$ cat config.mk
export PLATFORM = sky130hd
export DESIGN_NAME = ptw_req_arbiter
export DESIGN_NICKNAME = d
export VERILOG_FILES = /design/src/rtl/ptw_req_arbiter.sv
export SDC_FILE = /design/constraint.sdc
export NUM_CORES = 1
export LEC_CHECK = 0
export BUFFER_PORTS_ARGS = -buffer_cell sky130_fd_sc_hd__buf_2
export CORE_ASPECT_RATIO = 1.5
export CORE_MARGIN = 10
export CORE_UTILIZATION = 39
export CTS_CLUSTER_DIAMETER = 40
export DETAILED_ROUTE_END_ITERATION = 10
export GPL_ROUTABILITY_DRIVEN = 1
export PLACE_DENSITY = 0.76
export RECOVER_POWER = 25
export REMOVE_ABC_BUFFERS = 1
export SETUP_SLACK_MARGIN = 0.5
export SLEW_MARGIN = 5
export SYNTH_ARGS = -nofsm -noshare
export SYNTH_HDL_FRONTEND = slang
export SYNTH_SLANG_ARGS = --single-unit
$ cat constraint.sdc
create_clock -name clock -period 1.2 [get_ports clock]
set_input_delay 0.18 -clock clock [delete_from_list [all_inputs] [get_ports clock]]
set_output_delay 0.18 -clock clock [all_outputs]
set_load 0.01 [all_outputs]
$ cat src/rtl/ptw_req_arbiter.sv
// ptw_req_arbiter
//   Two-way request arbiter in front of the page-table walker. Requestor 0
//   is the ITLB, requestor 1 the DTLB. The winning request is captured in a
//   one-entry output register, and the owner index is reported on io_chosen.
//
//   Build option:
//     PTW_ARB_RR_EN defined   : round-robin under contention (last_grant reg)
//     PTW_ARB_RR_EN undefined : fixed priority, port 0 wins under contention
//
//   Ports:
//     clock, reset          : clock, synchronous active-high reset
//     io_in_k_valid/ready   : request handshake from requestor k (k = 0,1)
//     io_in_k_bits_*        : prv/pum/mxr/addr/store/fetch of requestor k
//     io_out_valid/ready    : registered request handshake towards the PTW
//     io_out_bits_*         : fields of the held request
//     io_chosen             : index of the requestor that owns io_out_bits_*
module ptw_req_arbiter #(
  parameter int ADDR_W = 27,
  parameter int PRV_W  = 2
) (
  input  logic              clock,
  input  logic              reset,
  input  logic              io_in_0_valid,
  output logic              io_in_0_ready,
  input  logic [PRV_W-1:0]  io_in_0_bits_prv,
  input  logic              io_in_0_bits_pum,
  input  logic              io_in_0_bits_mxr,
  input  logic [ADDR_W-1:0] io_in_0_bits_addr,
  input  logic              io_in_0_bits_store,
  input  logic              io_in_0_bits_fetch,
  input  logic              io_in_1_valid,
  output logic              io_in_1_ready,
  input  logic [PRV_W-1:0]  io_in_1_bits_prv,
  input  logic              io_in_1_bits_pum,
  input  logic              io_in_1_bits_mxr,
  input  logic [ADDR_W-1:0] io_in_1_bits_addr,
  input  logic              io_in_1_bits_store,
  input  logic              io_in_1_bits_fetch,
  output logic              io_out_valid,
  input  logic              io_out_ready,
  output logic [PRV_W-1:0]  io_out_bits_prv,
  output logic              io_out_bits_pum,
  output logic              io_out_bits_mxr,
  output logic [ADDR_W-1:0] io_out_bits_addr,
  output logic              io_out_bits_store,
  output logic              io_out_bits_fetch,
  output logic              io_chosen
);

  typedef struct packed {
    logic [PRV_W-1:0]  prv;
    logic              pum;
    logic              mxr;
    logic [ADDR_W-1:0] addr;
    logic              store;
    logic              fetch;
  } req_t;

  req_t in0, in1;
  req_t bits_q, bits_d;
  logic full_q, full_d;
  logic chosen_q, chosen_d;
  logic space;
  logic win0_ok, win1_ok;
  logic grant;
  logic accept;

  assign in0 = '{prv: io_in_0_bits_prv, pum: io_in_0_bits_pum, mxr: io_in_0_bits_mxr,
                 addr: io_in_0_bits_addr, store: io_in_0_bits_store, fetch: io_in_0_bits_fetch};
  assign in1 = '{prv: io_in_1_bits_prv, pum: io_in_1_bits_pum, mxr: io_in_1_bits_mxr,
                 addr: io_in_1_bits_addr, store: io_in_1_bits_store, fetch: io_in_1_bits_fetch};

  // The register can take a new request when empty or when it drains this cycle.
  assign space = !full_q | io_out_ready;

  // winK_ok: port K would win if it presented a request now. It is built only
  // from the other port's valid, so no port's ready depends on its own valid.
`ifdef PTW_ARB_RR_EN
  logic last_grant_q, last_grant_d;
  assign win0_ok = !io_in_1_valid | last_grant_q;
  assign win1_ok = !io_in_0_valid | !last_grant_q;
`else
  assign win0_ok = 1'b1;
  assign win1_ok = !io_in_0_valid;
`endif

  assign grant  = io_in_1_valid & win1_ok;
  assign accept = (io_in_0_valid | io_in_1_valid) & space;

  // A handshake during reset must not look accepted to the requestor.
  assign io_in_0_ready = !reset & space & win0_ok;
  assign io_in_1_ready = !reset & space & win1_ok;

  always_comb begin
    full_d   = full_q;
    bits_d   = bits_q;
    chosen_d = chosen_q;
`ifdef PTW_ARB_RR_EN
    last_grant_d = last_grant_q;
`endif
    if (accept) begin
      full_d   = 1'b1;
      bits_d   = grant ? in1 : in0;
      chosen_d = grant;
`ifdef PTW_ARB_RR_EN
      last_grant_d = grant;
`endif
    end else if (io_out_ready) begin
      // Drain only: bits keep their last value.
      full_d = 1'b0;
    end
  end

  always_ff @(posedge clock) begin
    if (reset) begin
      full_q   <= 1'b0;
      bits_q   <= '0;
      chosen_q <= 1'b0;
`ifdef PTW_ARB_RR_EN
      last_grant_q <= 1'b1;
`endif
    end else begin
      full_q   <= full_d;
      bits_q   <= bits_d;
      chosen_q <= chosen_d;
`ifdef PTW_ARB_RR_EN
      last_grant_q <= last_grant_d;
`endif
    end
  end

  assign io_out_valid      = full_q;
  assign io_out_bits_prv   = bits_q.prv;
  assign io_out_bits_pum   = bits_q.pum;
  assign io_out_bits_mxr   = bits_q.mxr;
  assign io_out_bits_addr  = bits_q.addr;
  assign io_out_bits_store = bits_q.store;
  assign io_out_bits_fetch = bits_q.fetch;
  assign io_chosen         = chosen_q;

endmodule
---- Yosys cells after proc, flatten, opt, wreduce, memory -nomap -nowiden ----
Cells that the tools add are included.
cells by class
  add/sub/neg operators ................... 0
  $mul .................................... 0
  div/mod/pow operators ................... 0
  $lt $le $gt $ge ......................... 0
  equal/unequal tests ..................... 0
  shift-type cells ........................ 0
  multiplexer cells ....................... 3
  bitwise gates (word level) .............. 6
  reductions and logical operators ........ 4
operator list
  kind               count
  $mux 33            1
  $and 1x1->1        4
  $logic_not 1->1    3
  $mux 1             2
  $or 1x1->1         2
  $reduce_bool 2->1  1
storage, ports and cells
  register bits ........................... 35
  latch bits .............................. 0
  bits in writable memories ............... 0
  memory bits (read-only) ................. 0
  output and inout port bits .............. 37
  memories kept ........................... 0

---- Logic depth before layout (Yosys ltp) ----
  depth in word-level cells ............... 4
  gate-level depth with buffers ........... 6
  mapped depth without buffers ............ 3

---- Worst setup path before layout ----
No wires, ideal clock.
  kind .................................... register to register
  from .................................... register full_q, in the netlist io_out_valid
  to ...................................... register bits_q, in the netlist io_out_bits_addr[0]
  library setup time ...................... 0.089 ns
  data arrival time ....................... 1.132 ns
  required time ........................... 1.111 ns
  path slack .............................. -0.020 ns
  stages on the path, launching flop included .. 6
  path buffers ............................ 2
  cells stage by stage .................... dfxtp_1 > nand2b_1 > buf_2 > clkbuf_1 > a21oi_1 > a311oi_2
between the ends
  word-level cells in the longest chain between the ends .. 3
ends and longest elaborated chain
  element                   RTL line  RTL
  start: declaration        61        logic full_q, full_d;
  start signal: assignment  123       full_q <= full_d;
  $logic_not 1->1           74        assign space = !full_q | io_out_ready;
  $or 1x1->1                74
  $and 1x1->1               88        assign accept = (io_in_0_valid | io_in_1_valid) & space;
  end signal: assignment    124       bits_q <= bits_d;
  end: declaration          60        req_t bits_q, bits_d;
Every way passes these cells.
A chain may end at the register's enable or synchronous reset.

---- Worst setup path in the final report ----
  from .................................... register full_q, in the netlist io_out_valid
  to ...................................... output port io_in_1_ready
between the ends
  word-level cells in the longest chain between the ends .. 4
ends and longest elaborated chain
  element                    RTL line  RTL
  $logic_not 1->1            74
  $or 1x1->1                 74
  $and 1x1->1 (2 in series)  92        assign io_in_1_ready = !reset & space & win1_ok;
  end: declaration           32        output logic io_in_1_ready,
Every way passes these cells.

==> metrics.yaml <==
setup_path:
  cp-start-kind: "register"
  critPathCaptureType: "primary output"
  cp.arrival_ns: 1.08
  cp_max_fo: 3
  required_ns: 1.02
  critPathKind: "register to primary output"
route:
  first_iter_violations: 105
  viasPerCell: 5.430
  drcViolationCount: 0
  wl_per_cell_um: 18.72
  antenna_left: 0
  drt-pass1-iter-count: 4
  routed_wl_mm: 6.833
  num_vias: 1982
finish:
  nNetsFinal: 386
  final_cell_mix: "buf_2 (72), nand2_1 (66), buf_6 (35), dfxtp_2 (34), a311oi_2 (33)"
  layout_commonest_cell: "buf_2"
  fin_util_pct: 66.78
  fill_cells: 381
  fin_cells: 365
  drive_above_1_share_pct: 68.67
  syn_to_final_growth_pct: 66.83
placement:
  pre_cts_ws_ns: -0.1193
  dp.cells: 342
  gp_congestion: 0.7805
  io_buffers: 107
  hpwl_mm: 4.401
flow_run:
  drv_cap: 0
yosys:
  seq_area_frac_synth_pct: 39.19
  synth.distinct_cells: 16
  synth_top_area_share_pct: 39.19
  synthTopCellsByArea: "dfxtp_1 (39%), a311oi_2 (24%), nand2_1 (14%)"
  syn_avg_cell_area_um2: 8.808
  synth-seq-cells: 35
  syn-cell-area_um2: 1788
  synth.largest_area_cell: "dfxtp_1"
  netlist_instances: 203
  yosysWarnings: 0
global_route:
  grt_overflow: 0
  grt_max_degree: 34
  grt_usage_pct: 16.31
  antenna_found_initial: 0
  grt_pass1_wl_mm: 9.860
  grt_pass1_vias: 2100
clocking:
  clk-insertion-delay-late_ns: 0.27
  cts_tree: "yes"
  clockBufferDepth: 2
  cts_max_level: 2
  clk_pin_slew_worst_paths_ns: 0.07
  clock_sinks: 35
  root_buffer: "clkbuf_8"
  cts_buffers: 5
floorplan:
  core-area_um2: 4467
  row_count: 30
  die_x_um: 75.29
  die_h_um: 102.9
  initial_core_util_pct: 40.03
  dieArea_um2: 7749
  ios: 108
sta:
  slew_viol_final: 0
  fin_skew_ns: 0.004138
  finalSetupTns_ns: -0.2232
  period_needed_ns: 1.260
  fin_crit_sh_pct: 105.0
  rsz0062_at_grt: "true"
  tightest_slew_ns: 0.3416
  final_hold_viol_count: 0
  setup_viol: 15
  maxSlewHeadroom_pct: 77.23
  fin_ws_ns: -0.06032
  fmax_mhz: 793.5
outcome:
  status: "finished, violations left"
  violations: "setup timing"
power_and_ir_drop:
  powerDensity_nw_per_um2: 1072
  irDropWorstVdd_v: 0.0007281
  finalPower_mw: 3.197
  leakagePower_nw: 1.314
worst_hold_path:
  hold_class: "primary input to register"
-- per-stage QoR --
step | hold slack (ns) | cell area [um^2]
finish | 0.1591 | 2983
global route | 0.1635 | 2980
CTS | 0.1417 | 2815
detailed placement | 0.4290 | 2338
global placement | 0.4296 | 2338
floorplan | 0.2479 | 1655
-- cells in the mapped netlist --
cell type	instances
a311oi_1	4
nand2_1	66
a311oi_2	29
nor3_1	1
nor2_1	3
or2_1	1
a21oi_1	33
buf_6	5
clkbuf_1	14
buf_2	4
o2bb2ai_1	1
nor2b_1	2
buf_1	1
nand2b_1	3
dfxtp_1	35
and2_4	1
-- repair_timing --
action / CTS / global route
gates cloned: 1 / 1
setup endpoints to repair: 72 / 72
resized for setup: 79 / 21
buffers inserted: 6 / 6
hold buffers: 0 / 0
pin swaps: 3 / 7
-- where the power goes --
part / total, mW / switching (mW) / internal [mW]
combinational: 1.02 / 0.463 / 0.562
clock: 0.799 / 0.392 / 0.407
sequential: 1.37 / 0.0816 / 1.29
total: 3.20 / 0.936 / 2.26
-- critical path: stages, from the launching register on --
cell and delay (ns):
dfxtp_4 0.34, nor2b_4 0.14, nor3_4 0.15, buf_2 0.17
-- logic make-up after synthesis --
kind of cell,after synthesis,share of synthesized area (%)
and+or+nand+nor,77,17.35
buffers and inverters,24,7.417
AOI/OAI and AO/OA,67,36.04
DFF,35,39.19
-- sequential cells by signal, summed over array words and instances, names as in the netlist --
register	cells
io_out_bits_addr	27
io_out_bits_prv	2
io_chosen	1
io_out_bits_fetch	1
io_out_bits_mxr	1
io_out_bits_pum	1
io_out_bits_store	1
io_out_valid	1
-- routing by layer --
metal	routed length, um	share of wire (%)	vias to the layer above	global-route usage (%)
met3	334	4.9	14	2.987
met1	2499	37	932	17.08
met5	0	0	-	0
met4	184	2.7	0	9.326
li1	-	-	950	-
met2	3815	56	86	29.15
-- final timing paths --
| path | from | endpoint | slack (ns) | cells after the start |
|---|---|---|---|---|
| worst max register to register | io_out_valid | io_out_bits_addr[8] | -0.03 | 5 |
| worst min-delay path | io_in_1_valid | io_chosen | 0.16 | 2 |
| worst min register to register | io_chosen | io_chosen | 0.48 | 2 |
| worst max-delay path | io_out_valid | io_in_1_ready | -0.06 | 3 |
-- layout make-up --
| class | instances | area (um^2) | area share (%) |
|---|---|---|---|
| Antenna cell | 1 | 2.502 | 0.08389 |
| Clock buffer | 7 | 76.32 | 2.559 |
| Clock inverter | 1 | 5.005 | 0.1678 |
| Sequential cell | 35 | 747.0 | 25.04 |
| Multi-Input combinational cell | 145 | 1050 | 35.19 |
| Tap cell | 48 | 60.06 | 2.013 |
| Timing Repair Buffer | 128 | 1042 | 34.94 |
Power figures use the tool's default switching activity.
